`src/rtl/network_pkg.sv`:
```
// ----------------------------------------------------------------------------
// network_pkg
//
// Purpose: types and helpers shared by the network datapath blocks.
//   - layer_seq_state_t : state encoding of the layer_sequencer FSM
//   - acc_size()        : default accumulator width for a fully-connected
//                         layer, wide enough that a full pass can never
//                         overflow
//
// Ports: none (package).
// ----------------------------------------------------------------------------
package network_pkg;

    typedef enum logic [1:0] {
        IDLE  = 2'd0,
        CLEAR = 2'd1,
        ACCUM = 2'd2,
        DONE  = 2'd3
    } layer_seq_state_t;

    // Each product needs w_size+a_size bits. Summing neurons_in of them
    // grows the result by at most clog2(neurons_in) bits.
    function automatic int acc_size(input int w_size,
                                    input int a_size,
                                    input int neurons_in);
        return w_size + a_size + $clog2(neurons_in);
    endfunction

endpackage

```
`src/rtl/layer_mac_lane.sv`:
```
// ----------------------------------------------------------------------------
// layer_mac_lane
//
// Purpose: a single signed multiply-accumulate lane. Each enabled cycle it
//          adds weight*act to its accumulator. A clear zeroes it and has
//          priority over enable.
//
// Ports:
//   clk    in   clock, rising edge
//   rst    in   synchronous active-high reset (accumulator -> 0)
//   clear  in   zero the accumulator on the next edge
//   en     in   accumulate weight*act on the next edge
//   weight in   signed weight, W_SIZE bits
//   act    in   signed activation, A_SIZE bits
//   acc    out  signed accumulator, ACC_SIZE bits
//
// ACC_SIZE must be strictly larger than W_SIZE+A_SIZE.
// ----------------------------------------------------------------------------
module layer_mac_lane #(
    parameter int W_SIZE   = 8,
    parameter int A_SIZE   = 8,
    parameter int ACC_SIZE = 18
) (
    input  logic                       clk,
    input  logic                       rst,
    input  logic                       clear,
    input  logic                       en,
    input  logic signed [W_SIZE-1:0]   weight,
    input  logic signed [A_SIZE-1:0]   act,
    output logic signed [ACC_SIZE-1:0] acc
);

    localparam int P_SIZE = W_SIZE + A_SIZE;

    logic signed [P_SIZE-1:0]   weight_ext;
    logic signed [P_SIZE-1:0]   act_ext;
    logic signed [P_SIZE-1:0]   product;
    logic signed [ACC_SIZE-1:0] product_ext;
    logic signed [ACC_SIZE-1:0] acc_q;
    logic signed [ACC_SIZE-1:0] acc_d;

    // Both operands are sign-extended to the full product width first.
    // The low P_SIZE bits of that multiply are then the exact signed product.
    assign weight_ext  = {{A_SIZE{weight[W_SIZE-1]}}, weight};
    assign act_ext     = {{W_SIZE{act[A_SIZE-1]}}, act};
    assign product     = weight_ext * act_ext;
    assign product_ext = {{(ACC_SIZE-P_SIZE){product[P_SIZE-1]}}, product};

    always_comb begin
        acc_d = acc_q;
        if (clear) begin
            acc_d = '0;
        end else if (en) begin
            acc_d = acc_q + product_ext;
        end
    end

    always_ff @(posedge clk) begin
        if (rst) begin
            acc_q <= '0;
        end else begin
            acc_q <= acc_d;
        end
    end

    assign acc = acc_q;

endmodule

```
`src/rtl/layer_sequencer.sv`:
```
// ----------------------------------------------------------------------------
// layer_sequencer
//
// Purpose: sequences one fully-connected layer around a one-hot-addressed,
//          combinational weight ROM.
//   1. On start in IDLE it latches the activations.
//   2. It clears the accumulators.
//   3. It walks the ROM address one-hot over the NEURONS_IN input neurons.
//      Each returned weight row is multiply-accumulated into NEURONS_OUT lanes.
//   4. It pulses done.
//
// Ports:
//   clk       in   clock, rising edge
//   rst       in   synchronous active-high reset; aborts a pass in flight
//   start     in   request a pass; accepted only when sampled in IDLE
//   act_in    in   activations, neuron i at [i*A_SIZE +: A_SIZE]
//   rom_addr  out  one-hot ROM row select, all-zero outside ACCUM
//   rom_data  in   ROM row, output neuron j at [j*W_SIZE +: W_SIZE]
//   busy      out  high from CLEAR through DONE
//   done      out  one-cycle pulse when acc_out is final
//   acc_out   out  results, neuron j at [j*ACC_SIZE +: ACC_SIZE]
//
// Configuration macro: LAYER_SEQ_RELU_EN
//   defined   - negative results read as zero on acc_out once the pass is
//               final. The internal accumulators keep the signed value.
//   undefined - acc_out is the raw signed accumulator.
// ----------------------------------------------------------------------------
module layer_sequencer
    import network_pkg::*;
#(
    parameter int W_SIZE      = 8,
    parameter int A_SIZE      = 8,
    parameter int NEURONS_IN  = 4,
    parameter int NEURONS_OUT = 8,
    parameter int ACC_SIZE    = acc_size(W_SIZE, A_SIZE, NEURONS_IN)
) (
    input  logic                            clk,
    input  logic                            rst,
    input  logic                            start,
    input  logic [NEURONS_IN*A_SIZE-1:0]    act_in,
    output logic [NEURONS_IN-1:0]           rom_addr,
    input  logic [NEURONS_OUT*W_SIZE-1:0]   rom_data,
    output logic                            busy,
    output logic                            done,
    output logic [NEURONS_OUT*ACC_SIZE-1:0] acc_out
);

    localparam int              K_W    = $clog2(NEURONS_IN);
    localparam logic [K_W-1:0]  K_LAST = K_W'(NEURONS_IN - 1);

    layer_seq_state_t               state_q, state_d;
    logic [K_W-1:0]                 k_q, k_d;
    logic [NEURONS_IN*A_SIZE-1:0]   act_q, act_d;

    logic [A_SIZE-1:0]              act_arr [NEURONS_IN];
    logic signed [A_SIZE-1:0]       cur_act;
    logic signed [ACC_SIZE-1:0]     acc_raw [NEURONS_OUT];
    logic                           lane_clear;
    logic                           lane_en;

    // ------------------------------------------------------------------
    // Next-state logic. The activations are only captured on acceptance,
    // so later changes on act_in cannot reach the pass in flight.
    // ------------------------------------------------------------------
    always_comb begin
        state_d = state_q;
        k_d     = k_q;
        act_d   = act_q;
        case (state_q)
            IDLE: begin
                if (start) begin
                    act_d   = act_in;
                    state_d = CLEAR;
                end
            end
            CLEAR: begin
                k_d     = '0;
                state_d = ACCUM;
            end
            ACCUM: begin
                if (k_q == K_LAST) begin
                    state_d = DONE;
                end else begin
                    k_d = k_q + K_W'(1);
                end
            end
            DONE: begin
                state_d = IDLE;
            end
            default: begin
                state_d = IDLE;
            end
        endcase
    end

    always_ff @(posedge clk) begin
        if (rst) begin
            state_q <= IDLE;
            k_q     <= '0;
            act_q   <= '0;
        end else begin
            state_q <= state_d;
            k_q     <= k_d;
            act_q   <= act_d;
        end
    end

    // ------------------------------------------------------------------
    // Status and ROM address come straight from registered state. The
    // address therefore changes only at clock edges, and it has exactly
    // one bit set throughout ACCUM.
    // ------------------------------------------------------------------
    assign busy = (state_q != IDLE);
    assign done = (state_q == DONE);

    always_comb begin
        rom_addr = '0;
        if (state_q == ACCUM) begin
            rom_addr[k_q] = 1'b1;
        end
    end

    // ------------------------------------------------------------------
    // MAC lanes. All lanes share the activation of the current step.
    // Each lane takes its own weight from the ROM row.
    // ------------------------------------------------------------------
    for (genvar i = 0; i < NEURONS_IN; i++) begin : g_act
        assign act_arr[i] = act_q[i*A_SIZE +: A_SIZE];
    end

    assign cur_act    = act_arr[k_q];
    assign lane_clear = (state_q == CLEAR);
    assign lane_en    = (state_q == ACCUM);

    for (genvar j = 0; j < NEURONS_OUT; j++) begin : g_lane
        layer_mac_lane #(
            .W_SIZE   (W_SIZE),
            .A_SIZE   (A_SIZE),
            .ACC_SIZE (ACC_SIZE)
        ) u_lane (
            .clk    (clk),
            .rst    (rst),
            .clear  (lane_clear),
            .en     (lane_en),
            .weight (rom_data[j*W_SIZE +: W_SIZE]),
            .act    (cur_act),
            .acc    (acc_raw[j])
        );
    end

    // ------------------------------------------------------------------
    // Output view. With ReLU enabled, the clamp is skipped while ACCUM is
    // summing partial results. It applies in DONE and in every later
    // state, so the value shown at DONE is held unchanged until the next
    // CLEAR.
    // ------------------------------------------------------------------
`ifdef LAYER_SEQ_RELU_EN
    logic relu_active;
    assign relu_active = (state_q != ACCUM);

    always_comb begin
        acc_out = '0;
        for (int j = 0; j < NEURONS_OUT; j++) begin
            if (relu_active && acc_raw[j][ACC_SIZE-1]) begin
                acc_out[j*ACC_SIZE +: ACC_SIZE] = '0;
            end else begin
                acc_out[j*ACC_SIZE +: ACC_SIZE] = acc_raw[j];
            end
        end
    end
`else
    always_comb begin
        acc_out = '0;
        for (int j = 0; j < NEURONS_OUT; j++) begin
            acc_out[j*ACC_SIZE +: ACC_SIZE] = acc_raw[j];
        end
    end
`endif

endmodule

```
`config.mk`:
```
export PLATFORM = sky130hd
export DESIGN_NAME = layer_sequencer
export DESIGN_NICKNAME = d
export VERILOG_FILES = /design/src/rtl/network_pkg.sv /design/src/rtl/layer_mac_lane.sv /design/src/rtl/layer_sequencer.sv
export SDC_FILE = /design/constraint.sdc
export NUM_CORES = 2
export LEC_CHECK = 0
export CORE_MARGIN = 3
export CORE_UTILIZATION = 60
export CTS_CLUSTER_DIAMETER = 40
export DETAILED_ROUTE_END_ITERATION = 8
export PLACE_DENSITY = 0.82
export SLEW_MARGIN = 15
export SYNTH_ARGS = -nofsm -noshare
export SYNTH_HDL_FRONTEND = slang
export SYNTH_SLANG_ARGS = --single-unit
```
`constraint.sdc`:
```
create_clock -name clk -period 7.95 [get_ports clk]
set_input_delay 1.9875 -clock clk [delete_from_list [all_inputs] [get_ports clk]]
set_output_delay 1.9875 -clock clk [all_outputs]
set_load 0.1 [all_outputs]
```
==> results by group <==
Setup path
  – Crit path largest cell delay: 1.06 ns
  – Type of the worst setup path: reg2reg
  – Most used cell, CP: fa_1
  – Critical path launch point type: register
  – Reg2Reg Launch Point: k_q[1]$_SDFFE_PP0P_
  – Worst Setup SP: k_q[1]$_SDFFE_PP0P_
  – Slowest stage cell, crit path: mux4_2
  – CP Capture Type: register
  – CP Max Fanout: 33
  – Worst R2R Setup Slack: 1.01 ns
  – Delay-heaviest family, CP: adder cells
  – Worst Path Required: 8.35 ns
  – Cells along the critical path: mux4_2, buf_4, and2_1, fa_1, fa_1, fa_1, inv_1, fa_1, inv_1, ha_1, ha_1, nor3_1, o211a_1, o21a_1, nor3_1, nand3b_1, mux2i_1
  – CP bufs+invs: 3
  – CP Depth: 17
  – R2r worst-path depth: 17
  – Data arrival time of the worst path: 7.34 ns

Pwr
  – Peak supply drop: 0.357 mV
  – Tot Pwr: 13.6 mW
  – PwrDens: 372 nW/µm²
  – P_leak: 18.4 nW

Timing
  – Clk_skew: 0.0188 ns
  – Tcrit/Tclk final: 0.873
  – Final setup fails: 0
  – Fin Setup TNS: 0 ns
  – Final Hold Viols: 0
  – Slew HR: 0.210
  – Worst-margin pin slew: 1.18 ns
  – Final Max Tran Viols: 0
  – Max Clk Rate: 144 MHz
  – RSZ-0062 raised after global routing: false
  – Tmin final: 6.94 ns

CTS
  – Clk_lat worst skew: 0.52 ns
  – Clk buf depth: 2
  – Clock root cell: clkbuf_16
  – Resized cells post-CTS: 0
  – Clock transition at the registers of the reported paths: 0.08 ns
  – H-Tree Depth: 4
  – CTS Hold Buffers Added: 0
  – Total CTS buffers: 17
  – Post-CTS Setup Bufs: 0
  – Clock sinks: 180
  – CTS tree: done

Floorplanning
  – Rows: 85
  – Starting Density: 0.608
  – Die Width: 240 µm
  – Ports: 249
  – Die ar.: 57500 µm²
  – Die Height: 240 µm
  – Core Region: 53900 µm²

Logic synthesis
  – Post-synth ARST share: 0
  – #FFs+latches synth: 180
  – Synth unique cells: 56
  – Synth Warn #: 0
  – EDFF count, synth: 0
  – Syn Area/Cell: 9.36 µm²
  – Post-synth top area cell: fa_1
  – Top cells by area, synth: fa_1 (39%), ha_1 (13%), dfxtp_1 (11%), inv_1 (8.3%), and2_1 (5.1%)
  – Post-Synthesis Cells: 3500
  – Synth top area share: 0.391
  – Synthesized cell area: 32800 µm²
  – Top FF cell, synth: dfxtp_1
  – Sequential share of the synthesized area: 0.110
  – Mapped Nets: 4584

Hold path
  – Tightest Hold Check Type: reg2reg
  – Hold wc startpoint: act_q[4]$_SDFFE_PP0P_
  – Hold Crit Depth: 2

Routing
  – DRT Wirelength: 78300 µm
  – Residual DRC count: 0
  – Via-per-instance ratio: 5.58
  – ANT nets after route: 0
  – First-pass DRT Iterations: 6
  – Vias: 24500
  – WL/cell: 17.8 µm
  – Iteration-0 DRC Markers: 1367

Layout
  – Commonest non-fill, non-tap cell in the layout: inv_1
  – Layout cells sized above 1: 0.0308
  – Final #Nets: 4767
  – Area growth, synth to finish: 11.6%
  – Most frequent cells in the layout: inv_1 (720), fa_1 (640), ha_1 (344)

GRT
  – First-pass GRT wire length: 131000 µm
  – Initial antenna violation count: 4
  – GRT Util Overall: 0.289
  – Number of global-route vias before repair: 26100
  – Grt ovf: 0
  – Largest net degree at the start of global routing: 80

Job
  – Max cap viols: 0

Placement
  – IO Port Bufs: 248
  – Hpwl dp: 62400 µm
  – GPL Wtd Cong: 0.885

Status
  – Status: finished clean
==> cell families after synthesis <==
logic type	Yosys count	share of synthesized area
and+or+nand+nor	933	0.139
adders and majority gates	985	0.523
xor gates and xnor gates	106	0.0283
AOI/OAI and AO/OA	356	0.0713
buffers and inverters	844	0.0971
DFF	180	0.110
muxes	96	0.0321
==> synthesized netlist by cell type (all sizes together), types with 3 or more instances <==
| cell | n |
|---|---|
| nand4 | 22 |
| o221ai | 5 |
| o22ai | 11 |
| o21ai | 52 |
| a211oi | 28 |
| or2 | 13 |
| xnor2 | 89 |
| clkbuf | 102 |
| o211a | 5 |
| mux2i | 87 |
| o311ai | 8 |
| a21o | 20 |
| dfxtp | 180 |
| nand3 | 32 |
| a31oi | 9 |
| mux4 | 7 |
| fa | 640 |
| ha | 345 |
| nor2 | 186 |
| and2 | 269 |
| a2111oi | 5 |
| a32oi | 5 |
| a31o | 12 |
| a311oi | 3 |
| nor3 | 30 |
| inv | 721 |
| o21bai | 22 |
| o21a | 10 |
| xor2 | 17 |
| nand4b | 9 |
| a21oi | 119 |
| and3 | 7 |
| or3 | 21 |
| buf | 21 |
| a41oi | 4 |
| nand2b | 5 |
| nor2b | 3 |
| or4 | 12 |
| nand2 | 319 |
| a311o | 3 |
| o211ai | 26 |
==> sequential cells by signal, indices dropped and copies added, names as in the netlist <==
| name | flops |
|---|---|
| k_q | 2 |
| act_q | 32 |
| state_q | 2 |
| g_lane.u_lane.acc | 144 |
==> layer usage <==
layer  global-route usage  up-vias  wire length, µm  part of all wire
met5                    0        -                0                 0
met4                0.110        0             2780             0.036
met1                0.387    12300            32900              0.42
met3               0.0647      155             5520             0.071
li1                     -    11300                -                 -
met2                0.464      781            37000              0.47
==> area by class of cell <==
cell class	count	area, µm²
multi-input cells	2476	26000
fillers	4201	17400
flip-flops and latches	180	3600
clock inverters	15	135
clock buffers	17	425
inverters	721	2710
well taps	696	871
repair buffers	287	2780
diodes	4	10.0
==> where the power goes <==
part	internal [mW]	switching, mW
clock network	0.414	0.471
logic	4.40	7.01
registers	1.08	0.221
total	5.89	7.70
==> stage by stage <==
stage | utilization | instances | setup slack [ns] | instance area [µm²] | hold WS [ns]
3_5_place_dp | 0.667 | 4360 | 0.626 | 36000 | 0.445
5_1_grt | 0.678 | 4395 | 0.726 | 36600 | 0.470
4_1_cts | 0.678 | 4392 | 1.10 | 36500 | 0.455
2_1_floorplan | - | 3500 | 1.22 | 32800 | 0.433
3_3_place_gp | 0.667 | 4360 | 0.755 | 36000 | 0.440
6_report | 0.678 | 4396 | 1.01 | 36600 | 0.456
==> path summary, 6_finish.rpt <==
path                                            to
max          g_lane[0].u_lane.acc[17]$_SDFFE_PP0P_
min                          act_q[4]$_SDFFE_PP0P_
max reg2reg  g_lane[0].u_lane.acc[17]$_SDFFE_PP0P_
min reg2reg                  act_q[4]$_SDFFE_PP0P_
==> tightest hold or removal path: stages (launching register included) <==
cell	delay, ns
dfxtp_1	0.31
nand2_1	0.05
a21oi_1	0.05
Note: power is estimated with default switching activity, not from simulation.
